File: config.mk
export PLATFORM = sky130hd
export DESIGN_NAME = adv_pixel_serializer
export DESIGN_NICKNAME = d
export VERILOG_FILES = /design/src/rtl/adv_pkg.sv /design/src/rtl/adv_de_gen.sv /design/src/rtl/adv_pixel_serializer.sv
export SDC_FILE = /design/constraint.sdc
export NUM_CORES = 1
export LEC_CHECK = 0
export CAP_MARGIN = 20
export CORE_ASPECT_RATIO = 1.2
export CORE_UTILIZATION = 30
export DETAILED_ROUTE_END_ITERATION = 10
export PLACE_DENSITY_LB_ADDON = 0.25
export SLEW_MARGIN = 10
export SYNTH_ARGS = -nofsm -noshare
export SYNTH_HDL_FRONTEND = slang
export SYNTH_SLANG_ARGS = --single-unit
File: constraint.sdc
create_clock -name clk_out -period 8.1 [get_ports clk_out]
set_clock_uncertainty 0.15 [all_clocks]
set_input_delay 1.62 -clock clk_out [delete_from_list [all_inputs] [get_ports clk_out]]
set_output_delay 1.62 -clock clk_out [all_outputs]
set_load 0.01 [all_outputs]
File: src/rtl/adv_pkg.sv
// Shared definitions for the ADV pixel serializer.
//   adv_mode_e     : output bus mode encodings (0 = 24-bit SDR, 1 = 12-bit dual-beat,
//                    2 = 8-bit triple-beat, 3 = reserved, behaves like 0)
//   ser_state_e    : serializer FSM states (IDLE, or which beat is on data_out)
//   beats_per_mode : number of data_out beats a pixel occupies in a given mode
//   beat_slice     : zero-extended slice of a 24-bit pixel for beat k
//   cnt_width      : width of a timing counter able to hold a given limit
package adv_pkg;

  typedef enum logic [1:0] {
    MODE_SDR24  = 2'd0,
    MODE_DUAL12 = 2'd1,
    MODE_TRI8   = 2'd2,
    MODE_RSVD   = 2'd3
  } adv_mode_e;

  typedef enum logic [1:0] {
    S_IDLE,
    S_BEAT0,
    S_BEAT1,
    S_BEAT2
  } ser_state_e;

  function automatic logic [1:0] beats_per_mode(adv_mode_e m);
    case (m)
      MODE_DUAL12: return 2'd2;
      MODE_TRI8:   return 2'd3;
      default:     return 2'd1;
    endcase
  endfunction

  function automatic logic [23:0] beat_slice(adv_mode_e m, logic [23:0] px, logic [1:0] k);
    logic [23:0] r;
    r = '0;
    case (m)
      MODE_DUAL12: r[11:0] = (k == 2'd0) ? px[11:0] : px[23:12];
      MODE_TRI8: begin
        case (k)
          2'd0:    r[7:0] = px[7:0];
          2'd1:    r[7:0] = px[15:8];
          default: r[7:0] = px[23:16];
        endcase
      end
      default:     r = px;
    endcase
    return r;
  endfunction

  function automatic int unsigned cnt_width(int unsigned limit);
    return $clog2(limit) + 1;
  endfunction

endpackage

File: src/rtl/adv_de_gen.sv
// Horizontal/vertical pixel timing counters and data-enable window.
//   clk_i, rst_i   : block clock, synchronous active-high reset
//   pix_en_i       : pixel strobe; hsync_i/vsync_i are sampled only with it
//   active_o       : the pixel presented with pix_en_i lies inside the DE window
//   vsync_fall_o   : the pixel presented with pix_en_i is a vsync falling edge
// Counts are evaluated on the values the strobed pixel itself receives, so the
// hsync pixel is h=0 and the first line after a vsync falling edge is line 1.
module adv_de_gen
  import adv_pkg::*;
#(
  parameter int unsigned PX_TO_DE  = 100,
  parameter int unsigned PX_ACT_DE = 1280,
  parameter int unsigned PY_TO_DE  = 5,
  parameter int unsigned PY_ACT    = 720
) (
  input  logic clk_i,
  input  logic rst_i,
  input  logic pix_en_i,
  input  logic hsync_i,
  input  logic vsync_i,
  output logic active_o,
  output logic vsync_fall_o
);

  localparam int unsigned H_TOT = PX_TO_DE + PX_ACT_DE;
  localparam int unsigned V_TOT = PY_TO_DE + PY_ACT;
  localparam int unsigned HW    = cnt_width(H_TOT);
  localparam int unsigned VW    = cnt_width(V_TOT);

  logic [HW-1:0] h_count_q, h_count_d;
  logic [VW-1:0] v_count_q, v_count_d;
  logic          hs_prev_q, hs_prev_d;
  logic          vs_prev_q, vs_prev_d;
  logic          hs_rise, vs_fall;

  always_comb begin
    hs_rise   = pix_en_i & hsync_i & ~hs_prev_q;
    vs_fall   = pix_en_i & ~vsync_i & vs_prev_q;
    h_count_d = h_count_q;
    v_count_d = v_count_q;
    hs_prev_d = hs_prev_q;
    vs_prev_d = vs_prev_q;
    if (pix_en_i) begin
      hs_prev_d = hsync_i;
      vs_prev_d = vsync_i;
      if (hsync_i)                h_count_d = '0;
      else if (h_count_q != '1)   h_count_d = h_count_q + HW'(1);
      // vsync falling edge outranks a coincident hsync rising edge
      if (vs_fall)                             v_count_d = '0;
      else if (hs_rise && (v_count_q != '1))   v_count_d = v_count_q + VW'(1);
    end
  end

  always_ff @(posedge clk_i) begin
    if (rst_i) begin
      h_count_q <= '0;
      v_count_q <= '0;
      hs_prev_q <= 1'b0;
      vs_prev_q <= 1'b0;
    end else begin
      h_count_q <= h_count_d;
      v_count_q <= v_count_d;
      hs_prev_q <= hs_prev_d;
      vs_prev_q <= vs_prev_d;
    end
  end

  assign active_o = (h_count_d >= HW'(PX_TO_DE)) && (h_count_d < HW'(H_TOT)) &&
                    (v_count_d >  VW'(PY_TO_DE)) && (v_count_d <= VW'(V_TOT));
  assign vsync_fall_o = vs_fall;

endmodule

File: src/rtl/adv_pixel_serializer.sv
// Serializes 24-bit pixels onto an ADV-style video bus in 1, 2 or 3 beats.
//   clk_out, reset          : block clock, synchronous active-high reset
//   pix_en, hsync, vsync    : pixel strobe and its syncs (sampled with pix_en)
//   data[23:0], mode[1:0]   : pixel and bus mode (mode latched on vsync fall)
//   de_out, hsync_out,
//   vsync_out, data_out     : registered beat outputs, mutually aligned
//   beat_first              : high on the first beat of each pixel
//   overrun                 : sticky, a pixel arrived before the previous one finished
module adv_pixel_serializer
  import adv_pkg::*;
#(
  parameter int unsigned PX_TO_DE  = 100,
  parameter int unsigned PX_ACT_DE = 1280,
  parameter int unsigned PY_TO_DE  = 5,
  parameter int unsigned PY_ACT    = 720,
  parameter logic        HSYNC_POL = 1'b1,
  parameter logic        VSYNC_POL = 1'b1
) (
  input  logic        clk_out,
  input  logic        reset,
  input  logic        pix_en,
  input  logic        hsync,
  input  logic        vsync,
  input  logic [23:0] data,
  input  logic [1:0]  mode,
  output logic        de_out,
  output logic        hsync_out,
  output logic        vsync_out,
  output logic [23:0] data_out,
  output logic        beat_first,
  output logic        overrun
);

  ser_state_e  state_q, state_d;
  adv_mode_e   mode_q, mode_d;
  adv_mode_e   pmode_q, pmode_d;
  logic [23:0] pix_q, pix_d;
  logic [23:0] data_q, data_d;
  logic        de_q, de_d, hs_q, hs_d, vs_q, vs_d, bf_q, bf_d, ovr_q, ovr_d;
  logic        px_active, vs_fall;
  logic [1:0]  beat_idx, beat_last;

  adv_de_gen #(
    .PX_TO_DE (PX_TO_DE),
    .PX_ACT_DE(PX_ACT_DE),
    .PY_TO_DE (PY_TO_DE),
    .PY_ACT   (PY_ACT)
  ) u_de_gen (
    .clk_i       (clk_out),
    .rst_i       (reset),
    .pix_en_i    (pix_en),
    .hsync_i     (hsync),
    .vsync_i     (vsync),
    .active_o    (px_active),
    .vsync_fall_o(vs_fall)
  );

  always_comb begin
    state_d  = state_q;
    mode_d   = mode_q;
    pmode_d  = pmode_q;
    pix_d    = pix_q;
    data_d   = '0;
    de_d     = de_q;
    hs_d     = hs_q;
    vs_d     = vs_q;
    bf_d     = 1'b0;
    ovr_d    = ovr_q;

    case (state_q)
      S_BEAT1: beat_idx = 2'd1;
      S_BEAT2: beat_idx = 2'd2;
      default: beat_idx = 2'd0;
    endcase
    beat_last = beats_per_mode(pmode_q) - 2'd1;

    // The pixel carrying the vsync falling edge already uses the newly latched mode.
    if (vs_fall) mode_d = adv_mode_e'(mode);

    if (pix_en) begin
      if ((state_q != S_IDLE) && (beat_idx != beat_last)) ovr_d = 1'b1;
      pmode_d = mode_d;
      // Blanked pixels are stored as zero so every beat of them drives zero.
      pix_d   = px_active ? data : '0;
      de_d    = px_active;
      hs_d    = hsync ^ ~HSYNC_POL;
      vs_d    = vsync ^ ~VSYNC_POL;
      bf_d    = 1'b1;
      data_d  = beat_slice(mode_d, pix_d, 2'd0);
      state_d = S_BEAT0;
    end else if (state_q != S_IDLE) begin
      if (beat_idx == beat_last) begin
        state_d = S_IDLE;
      end else begin
        state_d = (state_q == S_BEAT0) ? S_BEAT1 : S_BEAT2;
        data_d  = beat_slice(pmode_q, pix_q, beat_idx + 2'd1);
      end
    end
  end

  always_ff @(posedge clk_out) begin
    if (reset) begin
      state_q <= S_IDLE;
      mode_q  <= adv_mode_e'(mode);
      pmode_q <= MODE_SDR24;
      pix_q   <= '0;
      data_q  <= '0;
      de_q    <= 1'b0;
      hs_q    <= ~HSYNC_POL;
      vs_q    <= ~VSYNC_POL;
      bf_q    <= 1'b0;
      ovr_q   <= 1'b0;
    end else begin
      state_q <= state_d;
      mode_q  <= mode_d;
      pmode_q <= pmode_d;
      pix_q   <= pix_d;
      data_q  <= data_d;
      de_q    <= de_d;
      hs_q    <= hs_d;
      vs_q    <= vs_d;
      bf_q    <= bf_d;
      ovr_q   <= ovr_d;
    end
  end

  assign de_out     = de_q;
  assign hsync_out  = hs_q;
  assign vsync_out  = vs_q;
  assign data_out   = data_q;
  assign beat_first = bf_q;
  assign overrun    = ovr_q;

endmodule

== Yosys cells after proc, flatten, opt, wreduce, memory -nomap -nowiden ==
Index checks and enable logic that the tools add are counted.

* Register bits after elaboration: 82
* Logic and storage cells: 77
* Output and inout bits: 29
* Input bits: 31

* Add/subtract/negate cells: 4
* Equality and inequality tests: 12
* Reductions and logical operators: 12
* Multiplexer cells: 26
* Order comparisons: 4
* Bitwise gates (word level): 6

{| class="wikitable"
|+ Operators by type and width
! kind !! number
|-
| 24-bit two-way mux || 4
|-
| 12-bit two-way mux || 6
|-
| 11-bit two-way mux || 3
|-
| 8-bit case mux with 2 select lines || 2
|-
| 12-bit by 1-bit adder with 12-bit output (second input constant) || 1
|-
| 12-bit by 7-bit >= comparator with 1-bit output (second input constant) || 1
|-
| 12-bit by 11-bit less-than comparator with 1-bit output (second input constant) || 1
|-
| 12-bit != test (second input constant) || 1
|-
| 11-bit by 1-bit adder with 11-bit output (second input constant) || 1
|-
| 11-bit by 3-bit > comparator with 1-bit output (second input constant) || 1
|-
| 11-bit by 10-bit <= comparator with 1-bit output (second input constant) || 1
|-
| 11-bit != test (second input constant) || 1
|-
| 2-bit by 1-bit equality test with 1-bit output (second input constant) || 4
|-
| 2-bit equality test (second input constant) || 4
|-
| 2-bit case mux with 2 select lines || 2
|-
| 4-bit case mux with 2 select lines || 1
|-
| 2-bit two-way mux || 3
|-
| 2-bit OR reduction || 3
|-
| 1-bit logical AND || 5
|-
| 1-bit bitwise AND || 4
|-
| 1-bit two-way mux || 4
|-
| 4-bit two-way mux || 1
|-
| 2-bit nonzero test || 2
|-
| 2-bit by 1-bit adder with 2-bit output (second input constant) || 1
|-
| 6 further kinds || 7
|}

== Depth between registers and ports, before layout ==
* Depth after elaboration: 12
* Gate-level depth with buffers: 10
* Depth with buffers taken out: 9

== By module ==
A second synthesis with hierarchy kept.

* Cells, all modules: 480
* Area total of the unflattened synthesis: 4,152.7 µm²

{| class="wikitable"
|+ By module, submodules not included
! module !! area an instance (µm²) !! sequential area each (µm²) !! cells each !! instances
|-
| adv_pixel_serializer || 2,597.5 || 1,181.1 || 276 || 1
|-
| adv_de_gen || 1,555.2 || 500.5 || 204 || 1
|}

== Worst setup path after synthesis ==
No wires, ideal clock.

* Path kind: input to register
* From: input hsync
* To: register data_q[6] (netlist: data_out[6])
* Setup slack: 4.380 ns
* Cell stages on the path: 9
* Data arrival time: 3.478 ns
* Library setup time: 0.092 ns
* Data required time: 7.858 ns
* Buffers on the path: 2
* Cells stage by stage: buf_4 > nand4b_1 > a2111oi_4 > xnor2_1 > a211oi_2 > mux2i_2 > nor2_4 > buf_6 > o32ai_1

* Longest elaborated chain between the ends: 11
* Elaborated cells between the ends (all ways): 17
* Those cells by class: 4 x order compare; 7 x mux; 2 x bitwise; 4 x reduce/logical

{| class="wikitable"
|+ RTL lines
! item !! RTL line !! text
|-
| start: declaration || adv_pixel_serializer.sv:22 || <nowiki>input logic hsync,</nowiki>
|-
| 1-bit bitwise AND (2 in series) || adv_de_gen.sv:37 || <nowiki>hs_rise = pix_en_i & hsync_i & ~hs_prev_q;</nowiki>
|-
| 1-bit logical AND || adv_de_gen.sv:50 || <nowiki>else if (hs_rise && (v_count_q != '1)) v_count_d = v_count_q + VW'(1);</nowiki>
|-
| 11-bit two-way mux || adv_de_gen.sv:50 ||
|-
| 11-bit two-way mux || adv_de_gen.sv:49 || <nowiki>if (vs_fall) v_count_d = '0;</nowiki>
|-
| 11-bit two-way mux || adv_de_gen.sv:43 || <nowiki>if (pix_en_i) begin</nowiki>
|-
| 11-bit by 3-bit > comparator with 1-bit output || adv_de_gen.sv:69 || <nowiki>(v_count_d > VW'(PY_TO_DE)) && (v_count_d <= VW'(V_TOT));</nowiki>
|-
| 1-bit logical AND || adv_de_gen.sv:68 || <nowiki>assign active_o = (h_count_d >= HW'(PX_TO_DE)) && (h_count_d < HW'(H_TOT)) &&</nowiki>
|-
| 1-bit logical AND * || adv_de_gen.sv:69 ||
|-
| 24-bit two-way mux * || adv_pixel_serializer.sv:84 || <nowiki>pix_d = px_active ? data : '0;</nowiki>
|-
| 24-bit two-way mux * || adv_pixel_serializer.sv:80 || <nowiki>if (pix_en) begin</nowiki>
|-
| end signal: assignment || adv_pixel_serializer.sv:118 || <nowiki>data_q <= data_d;</nowiki>
|-
| end: declaration || adv_pixel_serializer.sv:38 || <nowiki>logic [23:0] data_q, data_d;</nowiki>
|}

Every way passes the cells marked *; elsewhere a longest branch is shown, timed or not.
A chain may end at the register's enable or synchronous reset.

== Worst setup path in the final report ==
* From: input hsync
* To: register data_q[11] (netlist: data_out[11])

* Longest elaborated chain between the ends: 12
* Elaborated cells between the ends (all ways): 18
* Those cells by class: 4 x order compare; 8 x mux; 2 x bitwise; 4 x reduce/logical

{| class="wikitable"
|+ RTL lines
! item !! RTL line !! text
|-
| 1-bit bitwise AND (2 in series) || adv_de_gen.sv:37 ||
|-
| 1-bit logical AND || adv_de_gen.sv:50 ||
|-
| 11-bit two-way mux || adv_de_gen.sv:50 ||
|-
| 11-bit two-way mux || adv_de_gen.sv:49 ||
|-
| 11-bit two-way mux || adv_de_gen.sv:43 ||
|-
| 11-bit by 3-bit > comparator with 1-bit output || adv_de_gen.sv:69 ||
|-
| 1-bit logical AND || adv_de_gen.sv:68 ||
|-
| 1-bit logical AND * || adv_de_gen.sv:69 ||
|-
| 24-bit two-way mux * || adv_pixel_serializer.sv:84 ||
|-
| 4-bit two-way mux * || adv_pkg.sv:35 || <nowiki>case (m)</nowiki>
|-
| 24-bit two-way mux * || adv_pixel_serializer.sv:80 ||
|}

Marked as above.

==> impl_metrics.ini <==
[setup_path]
slowest_delay_ns = 0.73
reg2reg_from = u_de_gen.v_count_q[0]
critPathLaunchType = input port
endpoint_kind = flop
cp_cell_sequence = clkdlybuf4s50_1 > nand4b_1 > a2111oi_4 > xnor2_1 > a211oi_2 > mux2i_2 > nor2_4 > o41ai_1
reg2reg_depth = 8
critical_path_arrival_ns = 4.96
rrSetupSlack_ns = 4.34
path_max_fanout = 35
cpMaxStageDelayCell = clkdlybuf4s50_1
worstReg2RegEnd = data_out[11]
criticalPathCategory = input port to flop
required_ns = 8.18

[placement]
gp_congestion = 0.893
dp_hpwl_um = 8490
place_ws_ns = 2.89
io_buffers = 59

[sta]
max_freq_mhz = 205
tightest_slew_ns = 0.849
worst_slack_ns = 3.22
hold_viol = 0
min_period_over_period_pct = 60.2
setup_viol = 0
rsz0062_at_grt = false
final.min_clock_period_ns = 4.88
slew_headroom_pct = 43.3
fin_tns_setup_ns = 0
drv_slew = 0

[hold_path]
hp-class = flop to flop
whs_path_depth = 2
worstHoldEndpoint = de_out
min-delay-start = de_out

[floorplanning]
die_w_um = 113
dieArea_um2 = 15200
ios = 60
initial_core_util_pct = 30.7
rows = 48
die_h_um = 135
core_area_um2 = 14400

[power_and_ir_drop]
power.density_nw_per_um2 = 172
power_frac_clock_pct = 46.6
switching_share_pct = 25.1
p_comb_share_pct = 8.7
cellInternalPower_mw = 0.691
pwr-share-seq_pct = 44.8
p_switching_mw = 0.232
leakage_nw = 1.85
vdd_drop_max_mv = 0.0829

[logic_synthesis]
yosysTopAreaCell = dfxtp_1
yosys_register_bits = 82
synthesis.nets = 571
synthArstFlopShare_pct = 0
synthAdderAreaFrac_pct = 2.26
synth_xor_area_share_pct = 0.989
synth_cell_types = 75
syn_inst = 532
synthFlopType = dfxtp_1
yosysWarnings = 0
post_synth_mux_area_share_pct = 1.92
synth_compound_area_share_pct = 28.3
synth-simple-area-share_pct = 22.8
synth_area_leaders = dfxtp_1 37%, nand2_1 7.7%, o21ai_0 4.2%
synth_top_area_share_pct = 37.1
ys_seq_area_share_pct = 37.1
synth_top_family_by_area = compound AO/OA/AOI/OAI gates
syn_area_per_cell_um2 = 8.32
synth_area_um2 = 4430
synth_edf_count = 0

[routing]
wl_um = 12200
firstDrtPassIters = 5
vias_per_cell = 5.44
drc = 0
routedWlPerCell_um = 16.2
drtIter0Drc = 315
ant_nets = 0
vias = 4072

[outcome]
outcome = finished clean

[layout]
nets = 608
num_antenna_cells = 0
drive_above_1_share_pct = 9.06
areaGrowthSynthToFinish_pct = 21.5

[clocking]
clock-sinks = 82
cts_buffers = 9
root_buffer = clkbuf_16
cts-resized-gates = 0
cts_hold_buf = 0
clk_latency_ns = 0.35
htreeDepth = 3
cts_setup_buffers = 0
clockBufferDepth = 2
clkTransAtPathRegs_ns = 0.07
cts_tree = yes

[grt]
grt_pass1_wl_um = 19900
grt_max_degree = 50
antenna_found_initial = 0
grtUsageTotal_pct = 16.6
grt.overflow.total = 0
grt_pass1_vias = 3843

[run]
cap_violations = 0
[power groups by stage]
stage | clock [mW] | sequential, mW | combinational, mW
global route | 0.460 | 0.414 | 0.0895
finish | 0.430 | 0.413 | 0.0799
global placement | 0 | 0.422 | 0.0798
floorplan | 0 | 0.421 | 0.0482
CTS | 0.442 | 0.413 | 0.0805
detailed placement | 0 | 0.422 | 0.0801
[layout make-up]
| class | instances | area, um^2 |
|---|---|---|
| fill | 1518 | 9030 |
| multi-input combinational | 390 | 2500 |
| sequential | 82 | 1640 |
| timing repair buffer | 63 | 621 |
| clock buffer | 10 | 239 |
| tap | 175 | 219 |
| inverter | 23 | 86.3 |
| clock inverter | 6 | 72.6 |
[metal layers]
metal | global-route usage, % | routed length (um) | up-vias
met5 | 0 | 0 | -
met4 | 8.19 | 255 | 0
met3 | 3.05 | 615 | 21
met2 | 27.8 | 5840 | 161
met1 | 20.5 | 5450 | 1871
li1 | - | - | 2019
[placed cells by master (no fill, tap or decap), types with 4 or more instances in the layout]
| cell type | n |
|---|---|
| nand2b_1 | 7 |
| o21ai_1 | 9 |
| nor4_1 | 4 |
| ha_1 | 8 |
| a21oi_1 | 18 |
| a211oi_1 | 7 |
| o21ai_0 | 37 |
| and3_1 | 4 |
| o32ai_1 | 9 |
| inv_1 | 21 |
| nand3_1 | 8 |
| nor2_1 | 41 |
| nor3_1 | 11 |
| o41ai_1 | 4 |
| nand2_1 | 91 |
| o31ai_1 | 22 |
| dfxtp_1 | 82 |
| nand4_1 | 7 |
| o31ai_2 | 7 |
| buf_4 | 4 |
| clkdlybuf4s50_1 | 59 |
| a22oi_1 | 18 |
| mux2i_1 | 6 |
| clkbuf_16 | 9 |
[flip-flops by register name (all words and copies together), names as in the netlist]
name                cells
data_out               24
pix_q                  24
u_de_gen.h_count_q     12
u_de_gen.v_count_q     11
mode_q                  2
pmode_q                 2
state_q                 2
beat_first              1
de_out                  1
overrun                 1
u_de_gen.hs_prev_q      1
u_de_gen.vs_prev_q      1
[synthesized netlist by cell type (8+ instances only)]
library cell and count:
nand2_1 91, dfxtp_1 82, nor2_1 41, o21ai_0 37
o31ai_1 22, inv_1 21, a21oi_1 18, a22oi_1 18
clkbuf_1 12, nor3_1 11, o21ai_1 9, o32ai_1 9
buf_2 8, ha_1 8, nand3_1 8
[cell families (layout without fill, tap and decap cells)]
group / Yosys count / count (layout)
compound gates: 165 / 165
xor+xnor: 5 / 5
fa+ha+maj: 8 / 8
buf+inv: 60 / 102
flops: 82 / 82
mux: 8 / 8
simple gates: 204 / 204
[critical path: cells and delay by family]
| family | cells | cell delay (ns) |
|---|---|---|
| compound gates | 3 | 1.11 |
| simple gates | 2 | 0.60 |
| mux | 1 | 0.70 |
| buf+inv | 1 | 0.73 |
| xor+xnor | 1 | 0.18 |
[stage by stage]
step	power (mW)	utilization (%)	cells	hold WS (ns)	area [um^2]
2_1_floorplan	0.469	-	532	0.297	4430
3_3_place_gp	0.502	35.2	733	0.291	5070
5_1_grt	0.963	37.3	749	0.316	5380
6_report	0.923	37.3	749	0.301	5380
4_1_cts	0.935	37.3	749	0.306	5380
3_5_place_dp	0.502	35.2	733	0.297	5070
[worst max path at each step]
| stage | start | end | slack (ns) | cells past startpoint |
|---|---|---|---|---|
| after floorplan | hsync | data_out[6] | 4.38 | 9 |
| after global placement | hsync | data_out[11] | 3.07 | 8 |
| after detailed placement | hsync | data_out[11] | 2.89 | 8 |
| after CTS | hsync | data_out[11] | 3.25 | 8 |
| after global routing | hsync | data_out[11] | 2.92 | 8 |
| final | hsync | data_out[11] | 3.22 | 8 |
(Power assumes the default switching activity.)
